[config.mk]
export PLATFORM = sky130hd
export DESIGN_NAME = sdram_write_streamer
export DESIGN_NICKNAME = d
export VERILOG_FILES = /design/src/rtl/sdram_streamer_pkg.sv /design/src/rtl/sync_fifo.sv /design/src/rtl/sdram_write_streamer.sv
export SDC_FILE = /design/constraint.sdc
export NUM_CORES = 2
export LEC_CHECK = 0
export ABC_CLOCK_PERIOD_IN_PS = 17700
export CORE_MARGIN = 5
export CORE_UTILIZATION = 25
export DETAILED_ROUTE_END_ITERATION = 12
export PLACE_DENSITY = 0.48
export SLEW_MARGIN = 10
export SYNTH_ARGS = -nofsm -noshare
export SYNTH_HDL_FRONTEND = slang
export SYNTH_SLANG_ARGS = --single-unit
[constraint.sdc]
create_clock -name clock50MHz -period 17.7 [get_ports clock50MHz]
set_input_delay 3.54 -clock clock50MHz [delete_from_list [all_inputs] [get_ports clock50MHz]]
set_output_delay 3.54 -clock clock50MHz [all_outputs]
set_load 0.1 [all_outputs]
[src/rtl/sdram_streamer_pkg.sv]
// Shared types and constants for the SDRAM write streamer: FSM states, default
// bus geometry, the buffered-word record and a pointer-width helper.
package sdram_streamer_pkg;

   localparam int DEF_DATAWIDTH    = 32;
   localparam int DEF_ADDRESSWIDTH = 32;
   localparam int DEF_FIFO_DEPTH   = 16;
   localparam int DEF_COUNTWIDTH   = 16;

   typedef enum logic [1:0] {
      IDLE,
      WRITE,
      FLUSH,
      DONE
   } state_t;

   // One buffered producer word at the default bus geometry.
   typedef struct packed {
      logic [DEF_ADDRESSWIDTH-1:0]  address;
      logic [DEF_DATAWIDTH/8-1:0]   byteenable;
      logic [DEF_DATAWIDTH-1:0]     data;
   } fifo_entry_t;

   function automatic int clog2(input int value);
      int result;
      result = 0;
      for (int i = 0; i < 31; i++) begin
         if ((1 << i) < value) begin
            result = i + 1;
         end
      end
      return result;
   endfunction

endpackage

[src/rtl/sync_fifo.sv]
// Single-clock FIFO with a combinational head and a look-ahead at the entry
// behind it, so the consumer can present words back-to-back while popping.
module sync_fifo
   import sdram_streamer_pkg::*;
#(
   parameter int WIDTH = 8,
   parameter int DEPTH = 16,
   localparam int AW   = clog2(DEPTH)
)(
   input  logic             clk,
   input  logic             rst_n,
   input  logic             push,
   input  logic [WIDTH-1:0] push_data,
   input  logic             pop,
   output logic [WIDTH-1:0] head_data,
   output logic [WIDTH-1:0] next_data,
   output logic             full,
   output logic             empty,
   output logic [AW:0]      count
);

   logic [WIDTH-1:0] mem [DEPTH];
   logic [AW-1:0]    wr_ptr_reg;
   logic [AW-1:0]    rd_ptr_reg;
   logic [AW:0]      count_reg;
   logic             do_push;
   logic             do_pop;

   assign full    = (count_reg == (AW+1)'(DEPTH));
   assign empty   = (count_reg == '0);
   assign count   = count_reg;
   assign do_push = push && !full;
   assign do_pop  = pop && !empty;

   assign head_data = mem[rd_ptr_reg];
   assign next_data = mem[rd_ptr_reg + AW'(1)];

   // Storage has no reset; a reset only rewinds the pointers, discarding contents.
   always_ff @(posedge clk) begin
      if (do_push) begin
         mem[wr_ptr_reg] <= push_data;
      end
   end

   always_ff @(posedge clk or negedge rst_n) begin
      if (!rst_n) begin
         wr_ptr_reg <= '0;
         rd_ptr_reg <= '0;
         count_reg  <= '0;
      end else begin
         if (do_push) begin
            wr_ptr_reg <= wr_ptr_reg + AW'(1);
         end
         if (do_pop) begin
            rd_ptr_reg <= rd_ptr_reg + AW'(1);
         end
         case ({do_push, do_pop})
            2'b10:   count_reg <= count_reg + (AW+1)'(1);
            2'b01:   count_reg <= count_reg - (AW+1)'(1);
            default: count_reg <= count_reg;
         endcase
      end
   end

endmodule

[src/rtl/sdram_write_streamer.sv]
// Buffers producer writes in a FIFO and replays them onto an Avalon-MM master;
// raises a sticky irq once a finished frame has been fully accepted downstream.
module sdram_write_streamer
   import sdram_streamer_pkg::*;
#(
   parameter int DATAWIDTH       = DEF_DATAWIDTH,
   parameter int BYTEENABLEWIDTH = DATAWIDTH / 8,
   parameter int ADDRESSWIDTH    = DEF_ADDRESSWIDTH,
   parameter int FIFO_DEPTH      = DEF_FIFO_DEPTH,
   parameter int COUNTWIDTH      = DEF_COUNTWIDTH
)(
   input  logic                       clock50MHz,
   input  logic                       reset,
   input  logic                       auto_incr,
   input  logic [ADDRESSWIDTH-1:0]    base_address,
   input  logic                       load_base,
   input  logic [ADDRESSWIDTH-1:0]    sdram_address,
   input  logic [BYTEENABLEWIDTH-1:0] sdram_byteenable,
   input  logic                       sdram_write,
   input  logic [DATAWIDTH-1:0]       sdram_writedata,
   output logic                       sdram_waitrequest,
   input  logic                       sdram_finished,
   input  logic                       irq_ack,
   output logic [ADDRESSWIDTH-1:0]    master_address,
   output logic [BYTEENABLEWIDTH-1:0] master_byteenable,
   output logic                       master_write,
   output logic [DATAWIDTH-1:0]       master_writedata,
   input  logic                       master_waitrequest,
   output logic                       irq,
   output logic [COUNTWIDTH-1:0]      word_count,
   output logic                       busy
);

   localparam int FIFO_AW = clog2(FIFO_DEPTH);

   typedef struct packed {
      logic [ADDRESSWIDTH-1:0]    address;
      logic [BYTEENABLEWIDTH-1:0] byteenable;
      logic [DATAWIDTH-1:0]       data;
   } entry_t;

   localparam int ENTRY_W = $bits(entry_t);

   state_t                  state_reg, state_next;
   entry_t                  push_entry, head_entry, next_entry;
   entry_t                  master_reg, master_next;
   logic                    master_write_reg, master_write_next;
   logic [ADDRESSWIDTH-1:0] pointer_reg;
   logic [COUNTWIDTH-1:0]   word_count_reg;
   logic                    irq_reg;
   logic                    finish_pending_reg;
   logic                    fifo_full, fifo_empty;
   logic [FIFO_AW:0]        fifo_count;
   logic                    push, pop, set_irq;

   assign push = sdram_write && !fifo_full;

   // A load_base on the same edge as a write hands that write the new base.
   always_comb begin
      push_entry.address    = auto_incr ? (load_base ? base_address : pointer_reg)
                                        : sdram_address;
      push_entry.byteenable = sdram_byteenable;
      push_entry.data       = sdram_writedata;
   end

   sync_fifo #(
      .WIDTH (ENTRY_W),
      .DEPTH (FIFO_DEPTH)
   ) u_fifo (
      .clk       (clock50MHz),
      .rst_n     (reset),
      .push      (push),
      .push_data (push_entry),
      .pop       (pop),
      .head_data (head_entry),
      .next_data (next_entry),
      .full      (fifo_full),
      .empty     (fifo_empty),
      .count     (fifo_count)
   );

   always_ff @(posedge clock50MHz or negedge reset) begin
      if (!reset) begin
         state_reg <= IDLE;
      end else begin
         state_reg <= state_next;
      end
   end

   always_comb begin
      state_next        = state_reg;
      master_next       = master_reg;
      master_write_next = master_write_reg;
      pop               = 1'b0;
      set_irq           = 1'b0;
      case (state_reg)
         IDLE, DONE: begin
            if (!fifo_empty) begin
               master_next       = head_entry;
               master_write_next = 1'b1;
               state_next        = WRITE;
            end else if (finish_pending_reg) begin
               state_next = FLUSH;
            end
         end
         WRITE: begin
            if (!master_waitrequest) begin
               pop = 1'b1;
               if (fifo_count > (FIFO_AW+1)'(1)) begin
                  master_next = next_entry;
               end else begin
                  // A word pushed on this edge keeps the frame open; IDLE picks it up.
                  master_write_next = 1'b0;
                  if ((finish_pending_reg || sdram_finished) && !push) begin
                     state_next = FLUSH;
                  end else begin
                     state_next = IDLE;
                  end
               end
            end
         end
         FLUSH: begin
            set_irq    = 1'b1;
            state_next = DONE;
         end
         default: state_next = IDLE;
      endcase
   end

   always_ff @(posedge clock50MHz or negedge reset) begin
      if (!reset) begin
         master_reg         <= '0;
         master_write_reg   <= 1'b0;
         pointer_reg        <= '0;
         word_count_reg     <= '0;
         irq_reg            <= 1'b0;
         finish_pending_reg <= 1'b0;
      end else begin
         master_reg       <= master_next;
         master_write_reg <= master_write_next;
         if (load_base) begin
            pointer_reg <= base_address;
         end else if (push && auto_incr) begin
            pointer_reg <= pointer_reg + ADDRESSWIDTH'(BYTEENABLEWIDTH);
         end
         if (load_base) begin
            word_count_reg <= '0;
         end else if (pop) begin
            word_count_reg <= word_count_reg + COUNTWIDTH'(1);
         end
         if (set_irq) begin
            irq_reg <= 1'b1;
         end else if (irq_ack) begin
            irq_reg <= 1'b0;
         end
         // Finishes seen while the flush completes fold into the same irq.
         if (set_irq) begin
            finish_pending_reg <= 1'b0;
         end else if (sdram_finished) begin
            finish_pending_reg <= 1'b1;
         end
      end
   end

   assign sdram_waitrequest = fifo_full;
   assign master_address    = master_reg.address;
   assign master_byteenable = master_reg.byteenable;
   assign master_writedata  = master_reg.data;
   assign master_write      = master_write_reg;
   assign irq               = irq_reg;
   assign word_count        = word_count_reg;
   assign busy              = !fifo_empty || master_write_reg;

endmodule

# Word level (Yosys, flattened, before mapping)
# Memories as Yosys holds them, arrays and structs flattened.
# Cells that the tools add are included.
# W data, S select, Z words.
# totals
memories	1
elab_cells	83
inputBits	108
reg_bits	134
mem_bits_rw	1088
# classes
n_eq_ne	11
reduce_logical	22
addsub	6
muxes	30
magnitude_cmp	1
# mem_list
name	words	word_bits	rd	rd_ports_with_merged_regs	write_ports	line	text
u_fifo.mem	16	68	2	0	1	sync_fifo.sv:22	logic [WIDTH-1:0] mem [DEPTH];
# op_table
op	count
$mux W68	3
$pmux W68 S2	1
$mux W32	4
$add A32 B3 Y32 const B	1
$mux W16	2
$add A16 B1 Y16 const B	1
$mux W1	12
$reduce_bool A2 Y1	6
$mux W2	5
$pmux W5 S2	1
$add A4 B1 Y4 const B	2
$ne A2 B2 Y1 const B	4
$reduce_and A4 Y1	2
$eq A2 B2 Y1 const B	3
$pmux W2 S3	1
$add A5 B1 Y5 const B	1
$eq A5 B5 Y1 const B	1
$gt A5 B1 Y1 const B	1
$logic_and A1 B1 Y1	5
$logic_not A5 Y1	1
$sub A5 B1 Y5 const B	1
$eq A2 B1 Y1 const B	2
$logic_not A1 Y1	3
$ne A3 B3 Y1 const B	1
other kinds (5)	6

# Logic depth before layout (Yosys ltp)
# depth
word_depth	9
ltp_mapped	11
mapped_depth_nobuf	10

# Hierarchy
# From an unflattened synthesis, not the netlist that was laid out.
# unflattened
hier_cells	3386
area_unflattened_um2	57123.5
# by_module_without_submodules
module	area_per_inst_um2	instances	seq_area_each_um2	cells_each
sync_fifo	50609.8	1	32996.6	2692
sdram_write_streamer	6513.7	1	3027.9	694

# Least setup slack after synthesis
# No wires, ideal clock.
# synth_timing
path_type	in2reg
startpoint	input sdram_write
endpoint	memory u_fifo.mem[2][0] (netlist bit) (enable)
setup_time_ns	0.662
n_path_buf	1
slack_ns	6.567
cell_stages	4
arrival_ns	10.472
required_ns	17.038
path_cell_list	and2_1 -> clkbuf_1 -> inv_1 -> nor4_1
# synth_via
elab_chain_len	4
# synth_lines
element	line	text
start, declared	sdram_write_streamer.sv:19	input logic sdram_write,
$logic_and A1 B1 Y1	sdram_write_streamer.sv:56	assign push = sdram_write && !fifo_full;
$logic_and A1 B1 Y1	sync_fifo.sv:32	assign do_push = push && !full;
$mux W1	sync_fifo.sv:40	if (do_push) begin
$mux W1 (implied by the code)	sync_fifo.sv:41	mem[wr_ptr_reg] <= push_data;
end, declared	sync_fifo.sv:22	
# Every way passes these cells.

# Final worst setup path
# layout_timing
startpoint	register u_fifo.count_reg[0], in the netlist u_fifo.count[0]
endpoint	output sdram_waitrequest
# layout_via
elab_chain_len	1
# layout_lines
element	line	text
start, declared	sync_fifo.sv:25	logic [AW:0] count_reg;
start signal, assigned	sync_fifo.sv:58	2'b10: count_reg <= count_reg + (AW+1)'(1);
start signal, assigned	sync_fifo.sv:59	2'b01: count_reg <= count_reg - (AW+1)'(1);
start signal, assigned	sync_fifo.sv:60	default: count_reg <= count_reg;
$eq A5 B5 Y1	sync_fifo.sv:29	assign full = (count_reg == (AW+1)'(DEPTH));
end, declared	sdram_write_streamer.sv:21	output logic sdram_waitrequest,
# Every way passes these cells.

==> impl_metrics.env <==
export IMPL_finalCriticalPeriod_ns=6.58
export IMPL_design_core_area_sq_um=223000
export IMPL_initial_utilization_pct=25.2
export IMPL_nets=3548
export IMPL_worstReg2RegStart="u_fifo.rd_ptr_reg[1]"
export IMPL_hold_path_class="reg2reg"
export IMPL_max_slew_margin_pct=23.3
export IMPL_mappedNetlistArea_sq_um=56000
export IMPL_floorplan_rows=173
export IMPL_synth_edf_count=1088
export IMPL_outcome="finished, final reports clean"
export IMPL_hold_start="irq"
export IMPL_power_combinational_fraction_pct=44.8
export IMPL_unique_cell_type_count_in_the_yosys_netlist=46
export IMPL_yosys_warnings=0
export IMPL_hold_depth=1
export IMPL_finClkSkew_ns=0.0246
export IMPL_tritoncts="built"
export IMPL_dpl_hpwl_mm=95.4
export IMPL_antenna_found_initial=8
export IMPL_critPathSlowestCell="sky130_fd_sc_hd__clkdlybuf4s50_1"
export IMPL_gr_max_usage_layer="met2"
export IMPL_grt_overflow_total=0
export IMPL_cp_end_kind="output pin"
export IMPL_drive_gt1_share_pct=27.1
export IMPL_final_core_utilization_pct=29.7
export IMPL_postCtsHoldBufs=0
export IMPL_path_clk_slew_ns=0.05
export IMPL_worst_ep_required_time_ns=14.16
export IMPL_globalplace_congestion=0.735
export IMPL_crit_path_cell_trace="inv_1 -> ha_1 -> nand4bb_4 -> inv_1 -> clkdlybuf4s50_1"
export IMPL_timing_critical_path_max_delay_family="buffers and inverters"
export IMPL_dr_first_iter_drc_count=2831
export IMPL_worst_hold_slack_ns=0.476
export IMPL_boundaryPins=196
export IMPL_crit_path_frequent_cell="sky130_fd_sc_hd__inv_1"
export IMPL_grt_start_max_net_pins=144
export IMPL_final_max_slew_viols=0
export IMPL_crit_path_max_incr_delay_ns=1.14
export IMPL_fin_total_pwr_uw=12300
export IMPL_count_of_input_and_output_buffers=195
export IMPL_syn_num_nets=3383
export IMPL_switching_power_uw=4800
export IMPL_synth_ff_latch_count=1222
export IMPL_clock_latency_ns=0.77
export IMPL_peakVddDrop_v=0.000283
export IMPL_worst_path_stages=5
export IMPL_p_int_uw=7460
export IMPL_setup_violations=0
export IMPL_rr_endpoint="master_writedata[27]"
export IMPL_path_class="reg2out"
export IMPL_path_buf_inv=3
export IMPL_drt_wirelength_per_cell_microns=25.5
export IMPL_die_area_sq_um=234000
export IMPL_final_hold_violation_count=0
export IMPL_top_register="u_fifo.mem"
export IMPL_startpoint_type="flip-flop"
export IMPL_global_route_wire_length_before_repair_mm=241
export IMPL_synthArstFlopShare_pct=11.0
export IMPL_worstHoldEndpoint="irq"
export IMPL_synth_flop_cell="sky130_fd_sc_hd__edfxtp_1"
export IMPL_rsz0062_at_grt="false"
export IMPL_grt_use_met3_pct=2.40
export IMPL_cp_arrival_ns=3.04
export IMPL_tightest_slew_ns=1.15
export IMPL_clk_path_buf_depth=3
export IMPL_r2r_setup_slack_ns=12.72
export IMPL_htreeDepth=4
export IMPL_grt_usage_pct=13.9
export IMPL_cts_made_buffers=139
export IMPL_area_growth_syn_to_layout_pct=18.0
export IMPL_netlist_instances=3261
export IMPL_fmax_mhz=152
export IMPL_cap_violations=0
export IMPL_post_cts_gate_resize_count=0
export IMPL_drc=0
export IMPL_p_seq_share_pct=31.5
export IMPL_pwrdens_nw_per_um2=185
export IMPL_post_cts_setup_inserts=0
export IMPL_largest_register_ffs=1088
export IMPL_avgViaCountPerCell=4.97
export IMPL_p_sw_share_pct=39.1
export IMPL_vias_in_the_first_global_route=34100
export IMPL_synth_sequential_area_ratio_pct=64.3
export IMPL_route_antenna_remaining_nets=0
export IMPL_share_clk_of_total_power_pct=23.7
export IMPL_fp_dieH_microns=483
export IMPL_firstDrtPassIters=5
export IMPL_clock_tree_root_cell="sky130_fd_sc_hd__clkbuf_16"
export IMPL_fin_setup_tns_ns=0
export IMPL_critical_path_max_fanout=7
export IMPL_num_vias=32400
export IMPL_die_width_microns=483
export IMPL_routed_wirelength_mm=166
export IMPL_numClockSinks=1222
export IMPL_global_route_usage_met2_pct=22.2
export IMPL_post_route_period_util_pct=37.2
export IMPL_ff2ff_path_depth=7
export IMPL_total_leakage_power_uw=0.0206
export IMPL_syn_area_per_cell_sq_um=17.2
export IMPL_globalRouteMet1Util_pct=19.4
[how the worst max path moves through the flow]
stage | from | to | slack [ns]
after detailed placement | sdram_write | u_fifo.mem[8][10] | 10.55
after global routing | u_fifo.count[0] | busy | 10.91
after floorplan | sdram_write | u_fifo.mem[2][0] | 6.57
final | u_fifo.count[0] | sdram_waitrequest | 11.12
after global placement | sdram_write | u_fifo.mem[9][12] | 10.61
after CTS | u_fifo.count[0] | busy | 11.01
[worst reg2reg max path: cells and delay by family (launching register included)]
kind            cells  cell delay (ns)
buf+inv             3             2.57
flops               1             0.95
compound gates      3             0.71
mux                 1             0.64
[final cells by class]
class,instances,area [sq um]
fill,21900,157000
sequential,1222,36000
clock buffer,185,3880
multi-input combinational,1763,19100
tap,2975,3720
inverter,18,67.6
clock inverter,68,711
timing repair buffer,282,2630
antenna,4,10.0
[power groups by stage]
stage / registers (uW) / logic [uW] / clock network, uW
floorplan: 4330 / 3470 / 0
global placement: 3930 / 5550 / 0
detailed placement: 3940 / 5560 / 0
CTS: 3880 / 5570 / 2990
global route: 3910 / 5890 / 3110
finish: 3860 / 5490 / 2900
[stage by stage]
stage               cells  cell area, sq um  setup WS [ns]
floorplan            3261             56000           6.57
global placement     6260             61500          10.61
detailed placement   6260             61500          10.55
CTS                  6513             66100          11.01
global route         6514             66100          10.91
finish               6517             66100          11.12
[placed cells by master, fill, tap and decap left out, types with 58 or more instances in the layout]
cell	instances
sky130_fd_sc_hd__clkbuf_16	144
sky130_fd_sc_hd__mux2_2	145
sky130_fd_sc_hd__a31oi_1	94
sky130_fd_sc_hd__mux4_2	476
sky130_fd_sc_hd__edfxtp_1	1088
sky130_fd_sc_hd__clkdlybuf4s50_1	189
sky130_fd_sc_hd__nand3_1	148
sky130_fd_sc_hd__nand2_1	417
sky130_fd_sc_hd__a22oi_1	68
sky130_fd_sc_hd__nor2_1	58
sky130_fd_sc_hd__a32o_1	69
sky130_fd_sc_hd__buf_4	87
sky130_fd_sc_hd__a221oi_1	69
sky130_fd_sc_hd__dfrtp_1	132
[cell usage after synthesis (all sizes together), types with 36 or more instances]
cell    count  area, sq um
edfxtp   1088        32700
mux4      476        10700
nand2     417         1570
clkbuf    152          571
nand3     148          741
mux2      145         1630
dfrtp     134         3350
buf       106          485
a31oi      95          594
a221oi     69          604
a32o       69          691
a22oi      68          510
nor2       62          233
xnor2      36          315
[per-layer routing]
metal	wire [microns]	part of all wire (%)
met1	74600	45
met3	9060	5.4
met4	4300	2.6
met5	11	0.0066
met2	78200	47
[cells by family (layout without fill, tap and decap cells)]
logic type	after synthesis	in the layout	synth area share (%)
flip-flops	1222	1222	64.3
AND/OR/NAND/NOR	714	714	5.59
multiplexers	630	630	22.2
AO/OA/AOI/OAI	352	352	4.79
buffers and inverters	276	553	2.00
XOR/XNOR	53	53	0.828
adder cells (fa/ha/maj)	14	14	0.313
other	0	4	0
Power figures use the tool's default switching activity.
